## src/rtl/updown_counter_mm.sv

```systemverilog
// Parametrised up/down counter with programmable limit and step, wrap/saturate/one-shot
// modes, a one-cycle wrap pulse and a RUN/DONE terminal FSM for one-shot counting.
module updown_counter_mm #(
  parameter int N = 8,
  parameter int S = 8
) (
  input  logic         i_clk,
  input  logic         i_rstn,
  input  logic         i_en,
  input  logic         i_load,
  input  logic         i_dir,
  input  logic [1:0]   i_mode,
  input  logic [S-1:0] i_step,
  input  logic [N-1:0] i_limit,
  input  logic [N-1:0] i_data,
  output logic [N-1:0] o_result,
  output logic         o_full,
  output logic         o_empty,
  output logic         o_wrap,
  output logic         o_done,
  output logic         o_dbg_state
);

  typedef enum logic {
    ST_RUN  = 1'b0,
    ST_DONE = 1'b1
  } state_t;

  localparam logic [N:0] ONE = {{N{1'b0}}, 1'b1};

  state_t       state_q, state_d;
  logic [N-1:0] result_d;
  logic         wrap_d;

  // All arithmetic is one bit wider than the counter so limit = all-ones cannot overflow.
  logic [N:0] lim, stp_raw, stp, cur, data_x, sum, cnt_val;
  logic       wrap_mode, one_shot, in_range, up_wrap, dn_wrap;

  assign lim       = {1'b0, i_limit};
  assign stp_raw   = {{(N + 1 - S){1'b0}}, i_step};
  assign stp       = (stp_raw > lim) ? lim : stp_raw;
  assign cur       = {1'b0, o_result};
  assign data_x    = {1'b0, i_data};
  assign sum       = cur + stp;
  assign in_range  = (cur <= lim);
  assign one_shot  = (i_mode == 2'b10);
  assign wrap_mode = (i_mode != 2'b01) && (i_mode != 2'b10);

  always_comb begin
    up_wrap = wrap_mode && (sum > lim);
    dn_wrap = wrap_mode && (stp > cur);
    cnt_val = cur;
    if (i_dir) begin
      if (up_wrap)         cnt_val = sum - (lim + ONE);
      else if (sum > lim)  cnt_val = lim;
      else                 cnt_val = sum;
    end else begin
      if (dn_wrap)         cnt_val = cur + lim + ONE - stp;
      else if (stp > cur)  cnt_val = '0;
      else                 cnt_val = cur - stp;
    end
  end

  // Priority with enable: load, then out-of-range clamp, then count (RUN only).
  always_comb begin
    result_d = o_result;
    wrap_d   = 1'b0;
    state_d  = state_q;
    if (i_en) begin
      if (i_load) begin
        result_d = (data_x > lim) ? i_limit : i_data;
        state_d  = ST_RUN;
      end else begin
        if (state_q == ST_DONE && !one_shot) state_d = ST_RUN;
        if (!in_range) begin
          result_d = i_limit;
        end else if (state_q == ST_RUN) begin
          result_d = cnt_val[N-1:0];
          wrap_d   = i_dir ? up_wrap : dn_wrap;
          if (one_shot && (i_dir ? (cnt_val == lim) : (cnt_val == '0)))
            state_d = ST_DONE;
        end
      end
    end
  end

  always_ff @(posedge i_clk) begin
    if (!i_rstn) begin
      o_result <= '0;
      o_wrap   <= 1'b0;
      state_q  <= ST_RUN;
    end else begin
      o_result <= result_d;
      o_wrap   <= wrap_d;
      state_q  <= state_d;
    end
  end

  assign o_done      = (state_q == ST_DONE);
  assign o_dbg_state = state_q;
  assign o_full      = (o_result == i_limit);
  assign o_empty     = (o_result == '0);

endmodule

```

## config.mk

```make
export PLATFORM = sky130hd
export DESIGN_NAME = updown_counter_mm
export DESIGN_NICKNAME = d
export VERILOG_FILES = /design/src/rtl/updown_counter_mm.sv
export SDC_FILE = /design/constraint.sdc
export NUM_CORES = 1
export LEC_CHECK = 0
export CAP_MARGIN = 10
export CORE_UTILIZATION = 35
export CTS_CLUSTER_SIZE = 40
export DETAILED_ROUTE_END_ITERATION = 12
export SYNTH_ARGS = -nofsm -noshare
export SYNTH_HDL_FRONTEND = slang
export SYNTH_SLANG_ARGS = --single-unit
```

## constraint.sdc

```tcl
create_clock -name i_clk -period 9.4 [get_ports i_clk]
set_input_delay 1.41 -clock i_clk [delete_from_list [all_inputs] [get_ports i_clk]]
set_output_delay 1.41 -clock i_clk [all_outputs]
set_load 0.01 [all_outputs]
```

==> load_flow_metrics.sql, run 1 <==
INSERT INTO impl_metrics (metric_group, metric, value, unit) VALUES
('status', 'outcome', 'complete, no violations', ''),
('clocking', 'cts_resized', '0', ''),
('placement', 'place.port_buffers', '43', ''),
('critical_path', 'cp.buffers_inverters', '4', ''),
('clocking', 'clockBufferDepth', '2', ''),
('logic_synthesis', 'synthesized_area_divided_by_synthesized_cell_count', '7.78', 'um^2'),
('critical_path', 'critical_path.endpoint_type', 'flip-flop', ''),
('clocking', 'post_cts_hold_buffer_count', '0', ''),
('critical_path', 'critPathMaxFanout', '24', ''),
('clocking', 'worst_skew_pair.late_latency', '0.24', 'ns'),
('logic_synthesis', 'yosysWarnings', '0', ''),
('sta', 'rsz0062_at_grt', 'false', ''),
('logic_synthesis', 'synth-edff-count', '0', ''),
('logic_synthesis', 'ys_top_cells_by_area', 'sky130_fd_sc_hd__ha_1, sky130_fd_sc_hd__a21oi_1, sky130_fd_sc_hd__fa_1', ''),
('worst_hold_path', 'hp-class', 'flip-flop to flip-flop', ''),
('logic_synthesis', 'mappedNetlistArea', '3370', 'um^2'),
('critical_path', 'r2r-start', 'o_result[1]', ''),
('pwr', 'power_per_cell_area', '173', 'nW/um^2'),
('floorplanning', 'dieArea', '10000', 'um^2'),
('clocking', 'post-cts-setup-buffers', '0', ''),
('logic_synthesis', 'postSynthNetCount', '539', ''),
('sta', 'finalCritPeriodShare', '0.833', ''),
('sta', 'sum_of_negative_setup_slack', '0', 'ns'),
('layout', 'drive_gt1_frac', '0.0381', ''),
('pwr', 'power', '0.689', 'mW'),
('logic_synthesis', 'postSynth.asyncResetShare', '0', ''),
('flow_run', 'max-cap-violations', '0', ''),
('clocking', 'clk_pin_slew_worst_paths', '0.05', 'ns'),
('logic_synthesis', 'synth_cell_types', '63', ''),
('route', 'detailed_route_via_count', '3413', ''),
('global_route', 'number_of_antenna_violations_at_the_first_check_in_global_routing', '0', ''),
('layout', 'ant_diodes', '0', ''),
('clocking', 'clockRootBuffer', 'sky130_fd_sc_hd__clkbuf_8', ''),
('critical_path', 'start_kind', 'input pin', ''),
('pwr', 'switching_share', '0.527', ''),
('pwr', 'comb_power_share', '0.846', ''),
('logic_synthesis', 'yosysTopAreaCell', 'sky130_fd_sc_hd__ha_1', ''),
('sta', 'clock.fmax', '128', 'MHz'),
('sta', 'maxSlewViolCount', '0', ''),
('logic_synthesis', 'synthesis.instances', '434', ''),
('pwr', 'total_net_switching_power', '0.363', 'mW'),
('critical_path', 'cp_data_required_time', '9.55', 'ns'),
('placement', 'placedCellCount', '598', ''),
('route', 'vias_per_cell', '5.68', ''),
('placement', 'gp_congestion', '0.950', ''),
('global_route', 'grt.total_usage', '0.231', ''),
('clocking', 'h-tree-depth', '1', ''),
('pwr', 'cell_internal_pwr', '0.326', 'mW'),
('logic_synthesis', 'synth_seq_area_share', '0.0593', ''),
('pwr', 'p_leak', '1.79', 'nW'),
('layout', 'synthToLayoutAreaGrowth', '17.8', '%'),
('critical_path', 'crit_path_top_delay_cell', 'sky130_fd_sc_hd__or3_1', ''),
('logic_synthesis', 'synth.ff_latch_count', '10', ''),
('sta', 'worst_slew_pin_tran', '0.990', 'ns'),
('clocking', 'cts_tree', 'built', ''),
('critical_path', 'critical_path.most_common_cell', 'sky130_fd_sc_hd__ha_1', ''),
('placement', 'dp_slack', '1.43', 'ns'),
('layout', 'fillerInstances', '972', ''),
('global_route', 'wire_length_of_the_first_global_routing_pass', '17.9', 'mm'),
('sta', 'worst_slack', '1.57', 'ns'),
('layout', 'final_net_count', '579', ''),
('clocking', 'cts-buffers-inserted', '3', ''),
('clocking', 'numClockSinks', '10', ''),
('layout', 'stdcell_count', '601', ''),
('global_route', 'pin_count_of_the_biggest_net_entering_global_routing', '26', ''),
('pwr', 'seq_power_share', '0.088', ''),
('critical_path', 'critical-path-top-delay-family', 'compound AO/OA/AOI/OAI gates', ''),
('global_route', 'globalRoute.totalOverflow', '0', ''),
('logic_synthesis', 'share_of_the_synthesized_area_in_the_top_cell_type', '0.234', ''),
('floorplanning', 'floorplan.initialDensity', '0.363', ''),
('floorplanning', 'die_height', '100', 'um');
-- sequential cells by signal (all words and copies together), names as in the netlist --
signal,cells
o_result,8
o_wrap,1
o_dbg_state,1
-- layer usage --
metal  part of all wire  vias up  track usage
met1               0.48     1615        0.329
met4              0.024        0       0.0680
met2               0.45       99        0.373
met3              0.047       20       0.0174
met5                  0        -            0
li1                   -     1679            -
-- Yosys cell counts, types with 4 or more instances --
master and count:
sky130_fd_sc_hd__dfxtp_1 10, sky130_fd_sc_hd__xnor2_1 21, sky130_fd_sc_hd__inv_1 32, sky130_fd_sc_hd__a22oi_1 4, sky130_fd_sc_hd__xor2_1 9, sky130_fd_sc_hd__nand2_1 27, sky130_fd_sc_hd__o21a_1 12, sky130_fd_sc_hd__a221oi_1 6
sky130_fd_sc_hd__ha_1 63, sky130_fd_sc_hd__nand2b_1 6, sky130_fd_sc_hd__fa_1 11, sky130_fd_sc_hd__nor2b_1 5, sky130_fd_sc_hd__a21o_1 18, sky130_fd_sc_hd__and2_1 5, sky130_fd_sc_hd__nand4_1 7, sky130_fd_sc_hd__o21ai_0 28
sky130_fd_sc_hd__clkbuf_1 9, sky130_fd_sc_hd__o21bai_1 4, sky130_fd_sc_hd__nor2_1 26, sky130_fd_sc_hd__a211oi_1 5, sky130_fd_sc_hd__o211ai_1 5, sky130_fd_sc_hd__mux2i_1 10, sky130_fd_sc_hd__nand3_1 7, sky130_fd_sc_hd__a21oi_1 47
-- worst reg2reg max path, delay by kind of cell (launching register included) --
kind                       cells  cell delay (ns)
xor gates and xnor gates       1             0.23
adders and majority gates      2             0.84
and+or+nand+nor                4             1.00
muxes                          2             0.54
DFF                            1             0.72
buffers and inverters          1             0.21
AOI/OAI and AO/OA              7             1.44
-- logic make-up after synthesis --
family                     after synthesis  share of synthesized area
buffers and inverters                   45                     0.0560
xor gates and xnor gates                30                     0.0779
AOI/OAI and AO/OA                      161                      0.320
adders and majority gates               74                      0.299
muxes                                   12                     0.0363
DFF                                     10                     0.0593
and+or+nand+nor                        102                      0.152
-- cell type report --
cell class | count | area [um^2] | area share
multi-input combinational | 379 | 2990 | 0.751
timing repair buffer | 48 | 468 | 0.118
sequential | 10 | 200 | 0.0503
tap | 129 | 161 | 0.0406
inverter | 32 | 120 | 0.0302
clock buffer | 3 | 41.3 | 0.0104
-- final timing paths --
check                                    to  slack (ns)  cells after the start
worst max register to register  o_dbg_state        4.34                     17
worst max-delay path            o_dbg_state        1.57                     29
worst min register to register  o_result[7]        0.63                      2
worst min-delay path            o_result[7]        0.63                      2
-- placed cells by master, fill, tap and decap left out, types with 6 or more instances in the layout --
master and n:
sky130_fd_sc_hd__nor2_1 26, sky130_fd_sc_hd__dfxtp_1 10, sky130_fd_sc_hd__mux2i_1 10, sky130_fd_sc_hd__clkdlybuf4s50_1 43
sky130_fd_sc_hd__nand3_1 7, sky130_fd_sc_hd__nand2_1 27, sky130_fd_sc_hd__o21ai_0 28, sky130_fd_sc_hd__inv_1 32
sky130_fd_sc_hd__ha_1 63, sky130_fd_sc_hd__nand4_1 7, sky130_fd_sc_hd__a21o_1 18, sky130_fd_sc_hd__xor2_1 9
sky130_fd_sc_hd__a221oi_1 6, sky130_fd_sc_hd__fa_1 11, sky130_fd_sc_hd__nand2b_1 6, sky130_fd_sc_hd__a21oi_1 47
sky130_fd_sc_hd__o21a_1 12, sky130_fd_sc_hd__xnor2_1 21
-- metrics by stage --
stage                     hold WS, ns  utilization
final                           0.633        0.428
after global routing            0.683        0.428
after CTS                       0.626        0.428
after detailed placement        0.615        0.424
after global placement          0.612        0.424
after floorplan                 0.549            -
-- power groups by stage --
stage / clock network [mW] / registers (mW) / logic (mW)
final: 0.0454 / 0.0607 / 0.583
after global routing: 0.0481 / 0.0616 / 0.646
after CTS: 0.0456 / 0.0605 / 0.577
after detailed placement: 0 / 0.0613 / 0.574
after global placement: 0 / 0.0612 / 0.568
after floorplan: 0 / 0.0576 / 0.437
Power figures use the tool's default switching activity.
==> run 2: changes to the inputs <==
clock period = 6.3 ns   (was 9.4 ns; I/O delays follow)
==> run 2 against run 1 <==
Compared with the run above: critical path depth is 1 lower; critical endpoint is now o_result[2]; sequential power is 52% higher; combinational power up 90%; register-to-register slack got worse by 2.7 ns; largest cell class unchanged; die area is the same; highest routed layer unchanged; final area up 19%; clock-buffer cell count is 1 higher.
==> load_flow_metrics.sql, run 2 (synthesis results as in run 1) <==
INSERT INTO impl_metrics (metric_group, metric, value, unit) VALUES
('worst_hold_path', 'hp-class', 'flip-flop to flip-flop', ''),
('critical_path', 'start_kind', 'input pin', ''),
('critical_path', 'cp_data_required_time', '6.42', 'ns'),
('route', 'drt_pre_antenna_iters', '5', ''),
('critical_path', 'arrival', '6.24', 'ns'),
('clocking', 'h-tree-depth', '1', ''),
('placement', 'place.port_buffers', '43', ''),
('floorplanning', 'boundaryPins', '44', ''),
('route', 'vias_per_cell', '5.67', ''),
('global_route', 'grt.total_usage', '0.246', ''),
('layout', 'max_flop_register', 'o_result', ''),
('sta', 'finalCritPeriodShare', '0.971', ''),
('pwr', 'power', '1.28', 'mW'),
('layout', 'mostFrequentLayoutCells', 'sky130_fd_sc_hd__buf_4, sky130_fd_sc_hd__ha_1, sky130_fd_sc_hd__a21oi_1', ''),
('floorplanning', 'floorplan.initialDensity', '0.363', ''),
('sta', 'timing.final.setup_violations', '0', ''),
('sta', 'slew-limit-headroom', '0.387', ''),
('global_route', 'wire_length_of_the_first_global_routing_pass', '18.6', 'mm'),
('floorplanning', 'die_height', '100', 'um'),
('global_route', 'pin_count_of_the_biggest_net_entering_global_routing', '26', ''),
('clocking', 'clk_pin_slew_worst_paths', '0.06', 'ns'),
('route', 'drtAntennaViolNets', '0', ''),
('layout', 'drive_gt1_frac', '0.211', ''),
('clocking', 'worst_skew_pair.late_latency', '0.24', 'ns'),
('critical_path', 'crit_path_top_delay_cell', 'sky130_fd_sc_hd__clkdlybuf4s50_1', ''),
('clocking', 'clockRootBuffer', 'sky130_fd_sc_hd__clkbuf_8', ''),
('critical_path', 'critPathMaxFanout', '5', ''),
('sta', 'clock.fmax', '163', 'MHz'),
('clocking', 'clockBufferDepth', '2', ''),
('critical_path', 'critical_path.endpoint_type', 'flip-flop', ''),
('layout', 'fillerInstances', '913', ''),
('layout', 'final_common_cell', 'sky130_fd_sc_hd__buf_4', ''),
('sta', 'maxSlewViolCount', '0', ''),
('route', 'drt-total-wl', '12.5', 'mm'),
('sta', 'post-route-min-period', '6.12', 'ns'),
('route', 'detailedRoute.firstIterationViolations', '157', ''),
('global_route', 'number_of_antenna_violations_at_the_first_check_in_global_routing', '0', ''),
('placement', 'placedCellCount', '659', ''),
('pwr', 'peakVddDrop', '0.104', 'mV'),
('clocking', 'numClockSinks', '10', ''),
('clocking', 'cts-buffers-inserted', '3', ''),
('critical_path', 'critical_path.most_common_cell', 'sky130_fd_sc_hd__buf_4', ''),
('layout', 'final_net_count', '647', ''),
('floorplanning', 'dieArea', '10000', 'um^2'),
('sta', 'hold-worst-slack', '0.641', 'ns'),
('critical_path', 'cp_max_stage_delay', '0.49', 'ns'),
('sta', 'timing_hold_violations_final', '0', ''),
('placement', 'gp_congestion', '0.942', ''),
('pwr', 'p_leak', '2.23', 'nW'),
('pwr', 'power_per_cell_area', '270', 'nW/um^2'),
('route', 'wl_per_cell', '18.7', 'um'),
('flow_run', 'max-cap-violations', '0', ''),
('sta', 'worst_slack', '0.180', 'ns'),
('floorplanning', 'floorplan.core_area', '9280', 'um^2'),
('critical_path', 'timing_worst_setup_path_type', 'input pin to flip-flop', ''),
('route', 'drc', '0', ''),
('sta', 'finClkSkew', '0.00966', 'ns'),
('critical_path', 'critical-path-top-delay-family', 'compound AO/OA/AOI/OAI gates', ''),
('clocking', 'cts_tree', 'built', ''),
('status', 'outcome', 'complete, no violations', ''),
('global_route', 'globalRoute.totalOverflow', '0', ''),
('floorplanning', 'placement_rows', '35', ''),
('layout', 'synthToLayoutAreaGrowth', '40.5', '%'),
('clocking', 'post_cts_hold_buffer_count', '0', ''),
('placement', 'dp_slack', '-0.615', 'ns'),
('floorplanning', 'die_w', '100', 'um'),
('layout', 'stdcell_count', '670', ''),
('layout', 'largest_register_ffs', '8', ''),
('sta', 'worst_slew_pin_tran', '0.912', 'ns'),
('placement', 'hpwlAfterDp', '10.1', 'mm'),
('route', 'detailed_route_via_count', '3797', ''),
('layout', 'ant_diodes', '0', ''),
('critical_path', 'cp.buffers_inverters', '6', ''),
('global_route', 'vias_in_the_first_global_route', '3494', '');
[run 2: cell count changes in the layout (fill, tap and decap cells not counted), moves of 2 or more]
cell / delta
sky130_fd_sc_hd__ha_1: -8
sky130_fd_sc_hd__nor2_2: +2
sky130_fd_sc_hd__xnor2_2: +2
sky130_fd_sc_hd__a21oi_2: +5
sky130_fd_sc_hd__o21ai_2: +2
sky130_fd_sc_hd__xnor2_1: -2
sky130_fd_sc_hd__buf_6: +3
sky130_fd_sc_hd__a21oi_1: -5
sky130_fd_sc_hd__nor2_1: -2
sky130_fd_sc_hd__ha_4: +8
sky130_fd_sc_hd__o21ai_0: -3
sky130_fd_sc_hd__dlymetal6s2s_1: +8
sky130_fd_sc_hd__buf_4: +66
sky130_fd_sc_hd__clkdlybuf4s50_1: -10
[run 2: worst paths after layout]
kind / slack, ns / start / cells after the start / end
max: 0.18 / i_limit[6] / 28 / o_result[2]
max reg2reg: 1.65 / o_result[1] / 18 / o_result[2]
min: 0.64 / o_result[7] / 2 / o_result[7]
min reg2reg: 0.64 / o_result[7] / 2 / o_result[7]
[run 2: through the flow]
| step | instance area (um^2) | setup TNS, ns | utilization |
|---|---|---|---|
| floorplan | 3410 | 0 | - |
| global placement | 4420 | -3.19 | 0.476 |
| detailed placement | 4420 | -3.88 | 0.476 |
| CTS | 4500 | 0 | 0.485 |
| global route | 4740 | -0.177 | 0.511 |
| finish | 4740 | 0 | 0.511 |
[run 2: layer usage]
| layer | wire length, um | track usage |
|---|---|---|
| met1 | 5830 | 0.362 |
| met3 | 698 | 0.0111 |
| met2 | 5540 | 0.388 |
| met5 | 0 | 0 |
| met4 | 438 | 0.0691 |
[run 2: power by group]
| group | internal [mW] | switching (mW) | total, mW | leakage, nW |
|---|---|---|---|---|
| Clock | 0.0551 | 0.0283 | 0.0834 | 0.0288 |
| Sequential | 0.0700 | 0.0220 | 0.0920 | 0.0826 |
| Combinational | 0.542 | 0.565 | 1.11 | 2.12 |
[run 2: repair_timing]
item,4_1_cts,5_1_grt
gates cloned,0,1
endpoints found under the hold margin,0,0
buffers inserted,1,5
pin swaps,3,20
resized for setup,5,43
setup endpoints to repair,9,9
[run 2: final cells by class]
type                            instances  area (um^2)  share of cell area
Timing Repair Buffer                  116         1010               0.212
Tap cell                              129          161              0.0340
Clock buffer                            4         55.1              0.0116
Inverter                               32          124              0.0261
Multi-Input combinational cell        379         3190               0.674
Sequential cell                        10          200              0.0422
[run 2: worst register-to-register path, cell delays in order (launching register included)]
cell	delay (ns)
sky130_fd_sc_hd__dfxtp_1	0.74
sky130_fd_sc_hd__inv_1	0.22
sky130_fd_sc_hd__fa_1	0.49
sky130_fd_sc_hd__nor2b_1	0.17
sky130_fd_sc_hd__o31a_1	0.21
sky130_fd_sc_hd__o21a_1	0.15
sky130_fd_sc_hd__nor2_2	0.05
sky130_fd_sc_hd__xnor2_2	0.31
sky130_fd_sc_hd__ha_4	0.28
sky130_fd_sc_hd__o21a_1	0.13
sky130_fd_sc_hd__o221ai_2	0.19
sky130_fd_sc_hd__a21oi_2	0.07
sky130_fd_sc_hd__or3_4	0.40
sky130_fd_sc_hd__mux2i_1	0.13
sky130_fd_sc_hd__mux2_4	0.29
sky130_fd_sc_hd__buf_4	0.14
sky130_fd_sc_hd__buf_4	0.13
sky130_fd_sc_hd__a221oi_1	0.32
sky130_fd_sc_hd__a21oi_1	0.11
